[src/rtl/hazard_pkg.sv]
// Shared constants for the hazard/forwarding controller: register width default,
// forward-select encoding and mul/div latency bounds.
package hazard_pkg;

  localparam int RW_DEF     = 5;
  localparam int FWD_RF     = 0;
  localparam int MD_LAT_MIN = 2;
  localparam int MD_LAT_MAX = 15;
  localparam int MD_CNT_W   = 4;

  typedef enum logic {
    MD_IDLE = 1'b0,
    MD_BUSY = 1'b1
  } md_state_e;

  // Stage i (0 = nearest) forwards with code NUM_STG-i; 0 selects the register file.
  function automatic int fwd_enc(input int num_stg, input int stg);
    return num_stg - stg;
  endfunction

endpackage

[src/rtl/hazard_fwd_ctrl_md_scoreboard.sv]
// Fixed-latency mul/div scoreboard: IDLE/BUSY FSM, countdown, pending destination
// and the mul/div stall term for the instruction in ID.
module md_scoreboard
  import hazard_pkg::*;
#(
  parameter int NUM_SRC = 2,
  parameter int RW      = RW_DEF,
  parameter int MD_LAT  = 4
) (
  input  logic               clk,
  input  logic               rst_n,
  input  logic               md_issue,
  input  logic [RW-1:0]      md_rd,
  input  logic [NUM_SRC*RW-1:0] if_id_src,
  input  logic [NUM_SRC-1:0] if_id_src_vld,
  input  logic               if_id_is_md,
  output md_state_e          md_state,
  output logic               md_done,
  output logic               md_stall
);

  // Out-of-range latencies are clamped so the 4-bit counter stays meaningful.
  localparam int LAT = (MD_LAT < MD_LAT_MIN) ? MD_LAT_MIN :
                       (MD_LAT > MD_LAT_MAX) ? MD_LAT_MAX : MD_LAT;

  logic [MD_CNT_W-1:0] md_cnt;
  logic [RW-1:0]       md_rd_q;
  logic                busy_live;

  always_ff @(posedge clk or negedge rst_n) begin
    if (!rst_n) begin
      md_state <= MD_IDLE;
      md_cnt   <= '0;
      md_rd_q  <= '0;
    end else if (md_issue) begin
      md_state <= MD_BUSY;
      md_cnt   <= MD_CNT_W'(LAT - 1);
      md_rd_q  <= md_rd;
    end else if (md_state == MD_BUSY) begin
      if (md_cnt == '0) md_state <= MD_IDLE;
      else              md_cnt   <= md_cnt - MD_CNT_W'(1);
    end
  end

  assign md_done   = (md_state == MD_BUSY) && (md_cnt == '0);
  assign busy_live = (md_state == MD_BUSY) && !md_done;

  // The issue-cycle term covers the result that is not yet in md_rd_q.
  always_comb begin
    md_stall = busy_live && if_id_is_md;
    for (int s = 0; s < NUM_SRC; s++) begin
      if (if_id_src_vld[s]) begin
        if (busy_live && md_rd_q != '0 && if_id_src[s*RW +: RW] == md_rd_q)
          md_stall = 1'b1;
        if (md_issue && md_rd != '0 && if_id_src[s*RW +: RW] == md_rd)
          md_stall = 1'b1;
      end
    end
    md_stall = md_stall && rst_n;
  end

endmodule

[src/rtl/hazard_fwd_ctrl.sv]
// Operand forwarding, load-use and mul/div stall control beside the ID/EX register.
// Optional stall performance counters are built when HAZ_PERF_CNT_EN is defined.
module hazard_fwd_ctrl
  import hazard_pkg::*;
#(
  parameter int NUM_SRC = 2,
  parameter int NUM_STG = 2,
  parameter int RW      = RW_DEF,
  parameter int MD_LAT  = 4,
  parameter int SELW    = $clog2(NUM_STG + 1)
) (
  input  logic                    clk,
  input  logic                    rst_n,
  input  logic [NUM_STG-1:0]      stg_regwrite,
  input  logic [NUM_STG*RW-1:0]   stg_rd,
  input  logic [NUM_SRC*RW-1:0]   id_ex_src,
  input  logic [NUM_SRC-1:0]      id_ex_src_vld,
  input  logic                    id_ex_memread,
  input  logic [RW-1:0]           id_ex_rd,
  input  logic [NUM_SRC*RW-1:0]   if_id_src,
  input  logic [NUM_SRC-1:0]      if_id_src_vld,
  input  logic                    if_id_is_md,
  input  logic                    md_issue,
  input  logic [RW-1:0]           md_rd,
  output logic [NUM_SRC*SELW-1:0] fwd_sel,
  output logic                    stall_id,
  output logic                    md_done,
  output logic                    md_busy,
  output logic [31:0]             perf_lu_stalls,
  output logic [31:0]             perf_md_stalls
);

  logic      lu_stall;
  logic      md_stall;
  md_state_e md_state;

  // Scanning from the oldest stage down lets the nearest match overwrite.
  always_comb begin
    fwd_sel = {NUM_SRC{SELW'(FWD_RF)}};
    for (int s = 0; s < NUM_SRC; s++) begin
      for (int i = NUM_STG - 1; i >= 0; i--) begin
        if (id_ex_src_vld[s] && stg_regwrite[i] && stg_rd[i*RW +: RW] != '0 &&
            stg_rd[i*RW +: RW] == id_ex_src[s*RW +: RW])
          fwd_sel[s*SELW +: SELW] = SELW'(fwd_enc(NUM_STG, i));
      end
    end
  end

  always_comb begin
    lu_stall = 1'b0;
    for (int s = 0; s < NUM_SRC; s++) begin
      if (id_ex_memread && id_ex_rd != '0 && if_id_src_vld[s] &&
          if_id_src[s*RW +: RW] == id_ex_rd)
        lu_stall = 1'b1;
    end
  end

  md_scoreboard #(
    .NUM_SRC(NUM_SRC),
    .RW     (RW),
    .MD_LAT (MD_LAT)
  ) u_md_sb (
    .clk          (clk),
    .rst_n        (rst_n),
    .md_issue     (md_issue),
    .md_rd        (md_rd),
    .if_id_src    (if_id_src),
    .if_id_src_vld(if_id_src_vld),
    .if_id_is_md  (if_id_is_md),
    .md_state     (md_state),
    .md_done      (md_done),
    .md_stall     (md_stall)
  );

  assign md_busy  = (md_state == MD_BUSY);
  assign stall_id = lu_stall | md_stall;

`ifdef HAZ_PERF_CNT_EN
  logic [31:0] perf_lu_q;
  logic [31:0] perf_md_q;

  always_ff @(posedge clk or negedge rst_n) begin
    if (!rst_n) begin
      perf_lu_q <= '0;
      perf_md_q <= '0;
    end else begin
      if (lu_stall && perf_lu_q != '1) perf_lu_q <= perf_lu_q + 32'd1;
      if (md_stall && perf_md_q != '1) perf_md_q <= perf_md_q + 32'd1;
    end
  end

  assign perf_lu_stalls = perf_lu_q;
  assign perf_md_stalls = perf_md_q;
`else
  assign perf_lu_stalls = '0;
  assign perf_md_stalls = '0;
`endif

endmodule
[config.mk]
export PLATFORM = sky130hd
export DESIGN_NAME = hazard_fwd_ctrl
export DESIGN_NICKNAME = d
export VERILOG_FILES = /design/src/rtl/hazard_pkg.sv /design/src/rtl/hazard_fwd_ctrl_md_scoreboard.sv /design/src/rtl/hazard_fwd_ctrl.sv
export SDC_FILE = /design/constraint.sdc
export NUM_CORES = 1
export LEC_CHECK = 0
export ABC_AREA = 1
export CELL_PAD_IN_SITES_DETAIL_PLACEMENT = 1
export CELL_PAD_IN_SITES_GLOBAL_PLACEMENT = 1
export CORE_MARGIN = 3
export CORE_UTILIZATION = 24
export CTS_CLUSTER_DIAMETER = 40
export DETAILED_ROUTE_END_ITERATION = 10
export PLACE_DENSITY = 0.92
export SLEW_MARGIN = 15
export SYNTH_ARGS = -nofsm -noshare
export SYNTH_HDL_FRONTEND = slang
export SYNTH_HIERARCHICAL = 1
export SYNTH_SLANG_ARGS = --single-unit
[constraint.sdc]
create_clock -name clk -period 1.75 [get_ports clk]
set_input_delay 0.2625 -clock clk [delete_from_list [all_inputs] [get_ports clk]]
set_output_delay 0.2625 -clock clk [all_outputs]
set_load 0.01 [all_outputs]
# --- After elaboration in Yosys (flattened, before gate mapping) ---
# Cells that the tools add are included.
word_totals:
  rom_bits: 0
  latch_bits: 0
  register_bits: 10
  elab_cells: 70
  ramBits: 0
  n_memories: 0
op_classes:
  n_addsub: 1
  n_mux: 18
  div: 0
  eq_ne: 11
  reduce_logical: 36
  magnitude_cmp: 0
  n_shift: 0
  bitwise: 1
  multipliers: 0
ops:
  columns: ["op", "count"]
  rows:
  - ["$eq 5x5->1", 10]
  - ["$logic_and 1x1->1", 27]
  - ["$reduce_bool 5->1", 5]
  - ["$mux 1", 13]
  - ["$mux 4", 3]
  - ["$logic_not 4->1", 1]
  - ["$mux 2", 2]
  - ["$sub 4x1->4 const B", 1]
  - ["$ne 2x2->1 const B", 1]
  - ["$reduce_and 2->1", 1]
  - ["$reduce_bool 2->1", 1]
  - ["$logic_not 1->1", 1]
  - ["$or 1x1->1", 1]

# --- Logic depth before layout (Yosys ltp) ---
depth:
  word_depth: 14
  ltp_mapped: 13
  ltp_nobuf: 13

# --- Cells and area by module ---
# The synthesis kept the hierarchy.
by_module_without_submodules:
  columns: ["module", "n_inst", "cells_per_inst", "area_per_inst_um2"]
  rows:
  - ["hazard_fwd_ctrl", 1, 196, 1086.0]
  - ["md_scoreboard", 1, 118, 824.5]

# --- Least setup slack after synthesis ---
# OpenSTA, ideal clock, no wires.
synth_timing:
  kind: "reg2out"
  start: "register u_md_sb.md_cnt[0]"
  end: "output port stall_id"
  t_arrival_ns: 1.337
  slack_ns: 0.151
  t_required_ns: 1.487
  path_buffers: 0
  path_stages_with_launch: 14
  cell_sequence: "dfrtp_1 inv_1 ha_1 a21oi_4 nand2_2 nor2_2 nand2_1 nand2_1 nand2_1 nand3_1 nand2_1 inv_1 inv_1 nand2_1"
synth_between:
  elab_chain_cells: 14
synth_lines:
  columns: ["element", "line_no", "source"]
  rows:
  - ["start: declaration", "hazard_fwd_ctrl_md_scoreboard.sv:26", "logic [MD_CNT_W-1:0] md_cnt;"]
  - ["start signal: assignment", "hazard_fwd_ctrl_md_scoreboard.sv:37", "md_cnt <= MD_CNT_W'(LAT - 1);"]
  - ["start signal: assignment", "hazard_fwd_ctrl_md_scoreboard.sv:41", "else md_cnt <= md_cnt - MD_CNT_W'(1);"]
  - ["$logic_not 4->1 (*)", "hazard_fwd_ctrl_md_scoreboard.sv:45", "assign md_done = (md_state == MD_BUSY) && (md_cnt == '0);"]
  - ["$logic_and 1x1->1 (*)", "hazard_fwd_ctrl_md_scoreboard.sv:45", null]
  - ["$logic_not 1->1 (*)", "hazard_fwd_ctrl_md_scoreboard.sv:46", "assign busy_live = (md_state == MD_BUSY) && !md_done;"]
  - ["$logic_and 1x1->1 (*)", "hazard_fwd_ctrl_md_scoreboard.sv:46", null]
  - ["$logic_and 1x1->1 (2 in series)", "hazard_fwd_ctrl_md_scoreboard.sv:53", "if (busy_live && md_rd_q != '0 && if_id_src[s*RW +: RW] == md_rd_q)"]
  - ["$mux 1", "hazard_fwd_ctrl_md_scoreboard.sv:53", null]
  - ["$mux 1", "hazard_fwd_ctrl_md_scoreboard.sv:55", "if (md_issue && md_rd != '0 && if_id_src[s*RW +: RW] == md_rd)"]
  - ["$mux 1", "hazard_fwd_ctrl_md_scoreboard.sv:52", "if (if_id_src_vld[s]) begin"]
  - ["$mux 1", "hazard_fwd_ctrl_md_scoreboard.sv:53", null]
  - ["$mux 1", "hazard_fwd_ctrl_md_scoreboard.sv:55", null]
  - ["$mux 1 (*)", "hazard_fwd_ctrl_md_scoreboard.sv:52", null]
  - ["$logic_and 1x1->1 (*)", "hazard_fwd_ctrl_md_scoreboard.sv:59", "md_stall = md_stall && rst_n;"]
  - ["named net md_stall", "hazard_fwd_ctrl.sv:34", "logic md_stall;"]
  - ["$or 1x1->1 (*)", "hazard_fwd_ctrl.sv:76", "assign stall_id = lu_stall | md_stall;"]
  - ["end: declaration", "hazard_fwd_ctrl.sv:26", "output logic stall_id,"]
# Mark *: on every way through the listed nets, which the timed path passes. The rest lies on a longest branch.

# --- Final worst setup path ---
layout_timing:
  start: "register u_md_sb.md_rd_q[0]"
  end: "output port stall_id"
layout_between:
  elab_chain_cells: 11
layout_lines:
  columns: ["element", "line_no", "source"]
  rows:
  - ["start: declaration", "hazard_fwd_ctrl_md_scoreboard.sv:27", "logic [RW-1:0] md_rd_q;"]
  - ["start signal: assignment", "hazard_fwd_ctrl_md_scoreboard.sv:38", "md_rd_q <= md_rd;"]
  - ["$reduce_bool 5->1", "hazard_fwd_ctrl_md_scoreboard.sv:53", null]
  - ["$logic_and 1x1->1 (2 in series)", "hazard_fwd_ctrl_md_scoreboard.sv:53", null]
  - ["$mux 1", "hazard_fwd_ctrl_md_scoreboard.sv:53", null]
  - ["$mux 1", "hazard_fwd_ctrl_md_scoreboard.sv:55", null]
  - ["$mux 1", "hazard_fwd_ctrl_md_scoreboard.sv:52", null]
  - ["$mux 1", "hazard_fwd_ctrl_md_scoreboard.sv:53", null]
  - ["$mux 1", "hazard_fwd_ctrl_md_scoreboard.sv:55", null]
  - ["$mux 1 (*)", "hazard_fwd_ctrl_md_scoreboard.sv:52", null]
  - ["$logic_and 1x1->1 (*)", "hazard_fwd_ctrl_md_scoreboard.sv:59", null]
  - ["named net md_stall", "hazard_fwd_ctrl.sv:34", null]
  - ["$or 1x1->1 (*)", "hazard_fwd_ctrl.sv:76", null]
# Marks and branches as above.

==> results by group <==
Synthesis
  – FF+latch count, synth: 10
  – Netlist cell types: 29
  – Post-synth EDFFs: 0
  – Synth Instances: 314
  – Cell Area, Synth: 0.00191 sq mm
  – Yosys warns: 6
  – Register area share after synthesis: 13.1%
  – Ys flop type: dfrtp_1
  – Async set-or-reset flop fraction in the synthesized netlist: 100%
  – Syn Area/Cell: 6.08 sq um

Power
  – Sw power: 595 uW
  – Leak pwr: 0.00153 uW
  – Power Dens Cells: 548 mW/mm^2
  – Sw frac: 41.1%
  – Clock share of power: 20.6%
  – Worst VDD drop: 0.265 mV
  – Reg power frac: 21.9%
  – Internal Power: 851 uW
  – Combinational share of power: 57.5%

Timing
  – Fmax: 507 MHz
  – Max Slew Vio Count: 0
  – Hold WS: 0.395 ns
  – Setup-failing EPs final: 1
  – Setup TNS: -0.223 ns
  – Unrepaired setup endpoints after global routing: yes
  – Minimum clock period: 1.97 ns
  – Skew final: 0.00781 ns
  – Final worst slack: -0.223 ns
  – Final period utilization: 113%
  – Endpoints failing hold: 0

Die
  – Die ar.: 0.00907 sq mm
  – Chip width: 95.2 um
  – Chip Height: 95.2 um
  – Io pins: 122
  – Initial Utilization: 25.5%
  – Std-Cell Rows: 31
  – Core area: 0.00749 sq mm

Drt
  – Routed wire length: 5.97 mm
  – Antenna Violating Nets Remaining: 0
  – DRC Markers: 0
  – DR vias: 1989
  – Drt first pass iters: 4
  – DR vias/cell: 3.99
  – Wire per inst: 12.0 um
  – Initial DRC count: 18

Final layout
  – Diode count: 0
  – Commonest non-fill, non-tap cell in the layout: nand2_1
  – Share of cells above drive strength 1: 18.8%
  – Most frequent cells in the layout: nand2_1 (81), conb_1 (64), nor2_1 (33), inv_1 (29)
  – Final core utilization: 35.2%
  – Filler cell count: 995
  – Register Area: 251 sq um
  – Fin nets: 454
  – Layout area overhead: 38.0%
  – Multi-input logic area: 0.00131 sq mm
  – Non-Filler Instances: 499

Clock tree
  – Clock buffer count from CTS: 3
  – H-tree Lvls: 1
  – Worst skew pair latency: 0.25 ns
  – Clock Sinks: 10
  – Hold_buf cts: 0
  – Max Root-Sink Buffers: 2
  – Root buffer selected by CTS: clkbuf_8
  – Reg clk slew, reported paths: 0.05 ns
  – CTS tree: built

Run
  – Max Cap Violations: 0

GRT
  – First-pass GRT wire length: 9.36 mm
  – Congestion Overflow GR: 0
  – Vias in the first global route: 2066
  – Total track usage: 12.7%
  – Initial antenna violation count: 0
  – Largest net degree at the start of global routing: 14

Critical path
  – Worst path arrival time: 1.71 ns
  – WS Path Type: flip-flop to output port
  – CP Launch Type: flip-flop
  – Critical path peak fanout: 4
  – Crit end category: output port
  – CP required: 1.49 ns

Status
  – Status: finished, violations left
  – Failing checks: negative setup slack

Placement
  – Placed cells: 493
  – Hpwl dp: 5.14 mm
  – IO buf count: 57
  – Placer Congestion: 0.863

Hold path
  – Worst Hold Class: input pin to async pin
-- final timing paths --
path,from,to,slack [ns],cells past startpoint
setup / recovery,u_md_sb/md_rd_q[0],stall_id,-0.22,13
hold / removal,rst_n,u_md_sb/md_rd_q[4],0.40,2
setup reg to reg,u_md_sb/md_cnt[0],u_md_sb/md_cnt[3],0.39,7
hold reg to reg,u_md_sb/md_rd_q[0],u_md_sb/md_rd_q[0],0.62,1
max in group asynchronous,rst_n,u_md_sb/md_rd_q[0],1.20,2
min in group clk,md_rd[2],u_md_sb/md_rd_q[2],0.49,3
-- timing repair --
action,CTS,global route
pin swaps,8,4
resized for setup,54,19
endpoints found under the setup margin,6,4
buffers inserted,1,1
hold endpoints to repair,0,0
-- routing by layer --
layer / vias up / global-route usage, % / part of all wire (%)
met3: 3 / 1.74 / 6.8
li1: 995 / - / -
met4: 0 / 2.16 / 0.55
met5: - / 0 / 0
met2: 74 / 25.0 / 54
met1: 917 / 14.4 / 39
-- stage by stage --
step	setup WS (ns)	power [uW]	instance area (sq um)
after floorplan	0.151	807	2150
after global placement	-0.629	1050	2540
after detailed placement	-0.674	1090	2540
after CTS	-0.191	1410	2590
after global routing	-0.329	1560	2640
final	-0.223	1450	2640
-- cells in the mapped netlist, types with 4 or more instances --
cell | count | area, sq um
inv_1 | 34 | 128
xnor2_1 | 8 | 70.1
xor2_1 | 14 | 123
inv_2 | 9 | 33.8
buf_4 | 64 | 480
a21oi_1 | 4 | 20.0
dfrtp_1 | 10 | 250
o21ai_0 | 6 | 30.0
nand2_1 | 83 | 312
nor2_2 | 6 | 37.5
nand3_1 | 11 | 55.1
nor2_1 | 38 | 143
-- cells by family after synthesis --
group                    Yosys count  share of synthesized area (%)
XOR/XNOR                          22                           10.1
other                              1                          0.196
AO/OA/AOI/OAI                     21                           6.94
multiplexers                       2                           1.18
flip-flops                        10                           13.1
buffers and inverters            108                           33.9
AND/OR/NAND/NOR                  148                           33.3
adder cells (fa/ha/maj)            2                           1.31
-- registers in the layout, summed over array words and instances (netlist names) --
name and flops:
u_md_sb/md_state 1, u_md_sb/md_cnt 4, u_md_sb/md_rd_q 5
-- power groups by stage --
stage | sequential, uW | combinational [uW] | clock, uW
after floorplan | 306 | 501 | 0
after global placement | 306 | 745 | 0
after detailed placement | 312 | 778 | 0
after CTS | 315 | 791 | 308
after global routing | 322 | 927 | 314
final | 317 | 831 | 298
-- area by class of cell --
| type | instances | area share (%) |
|---|---|---|
| clock buffers | 4 | 2.09 |
| inverters | 43 | 6.12 |
| multi-input cells | 259 | 49.5 |
| flip-flops and latches | 10 | 9.54 |
| well taps | 99 | 4.70 |
| repair buffers | 84 | 28.1 |
-- critical path, stage by stage (launching register included) --
cell and delay (ns):
dfrtp_2 0.45, nor2_2 0.17, inv_1 0.07, nor2_2 0.14
nor2_4 0.04, nand3_1 0.07, nand2_1 0.06, nand2_1 0.07
nand3_1 0.07, nand2_1 0.06, inv_1 0.04, inv_1 0.04
nand2_1 0.04, buf_2 0.13
No activity file was read; power rests on OpenSTA's default activity.
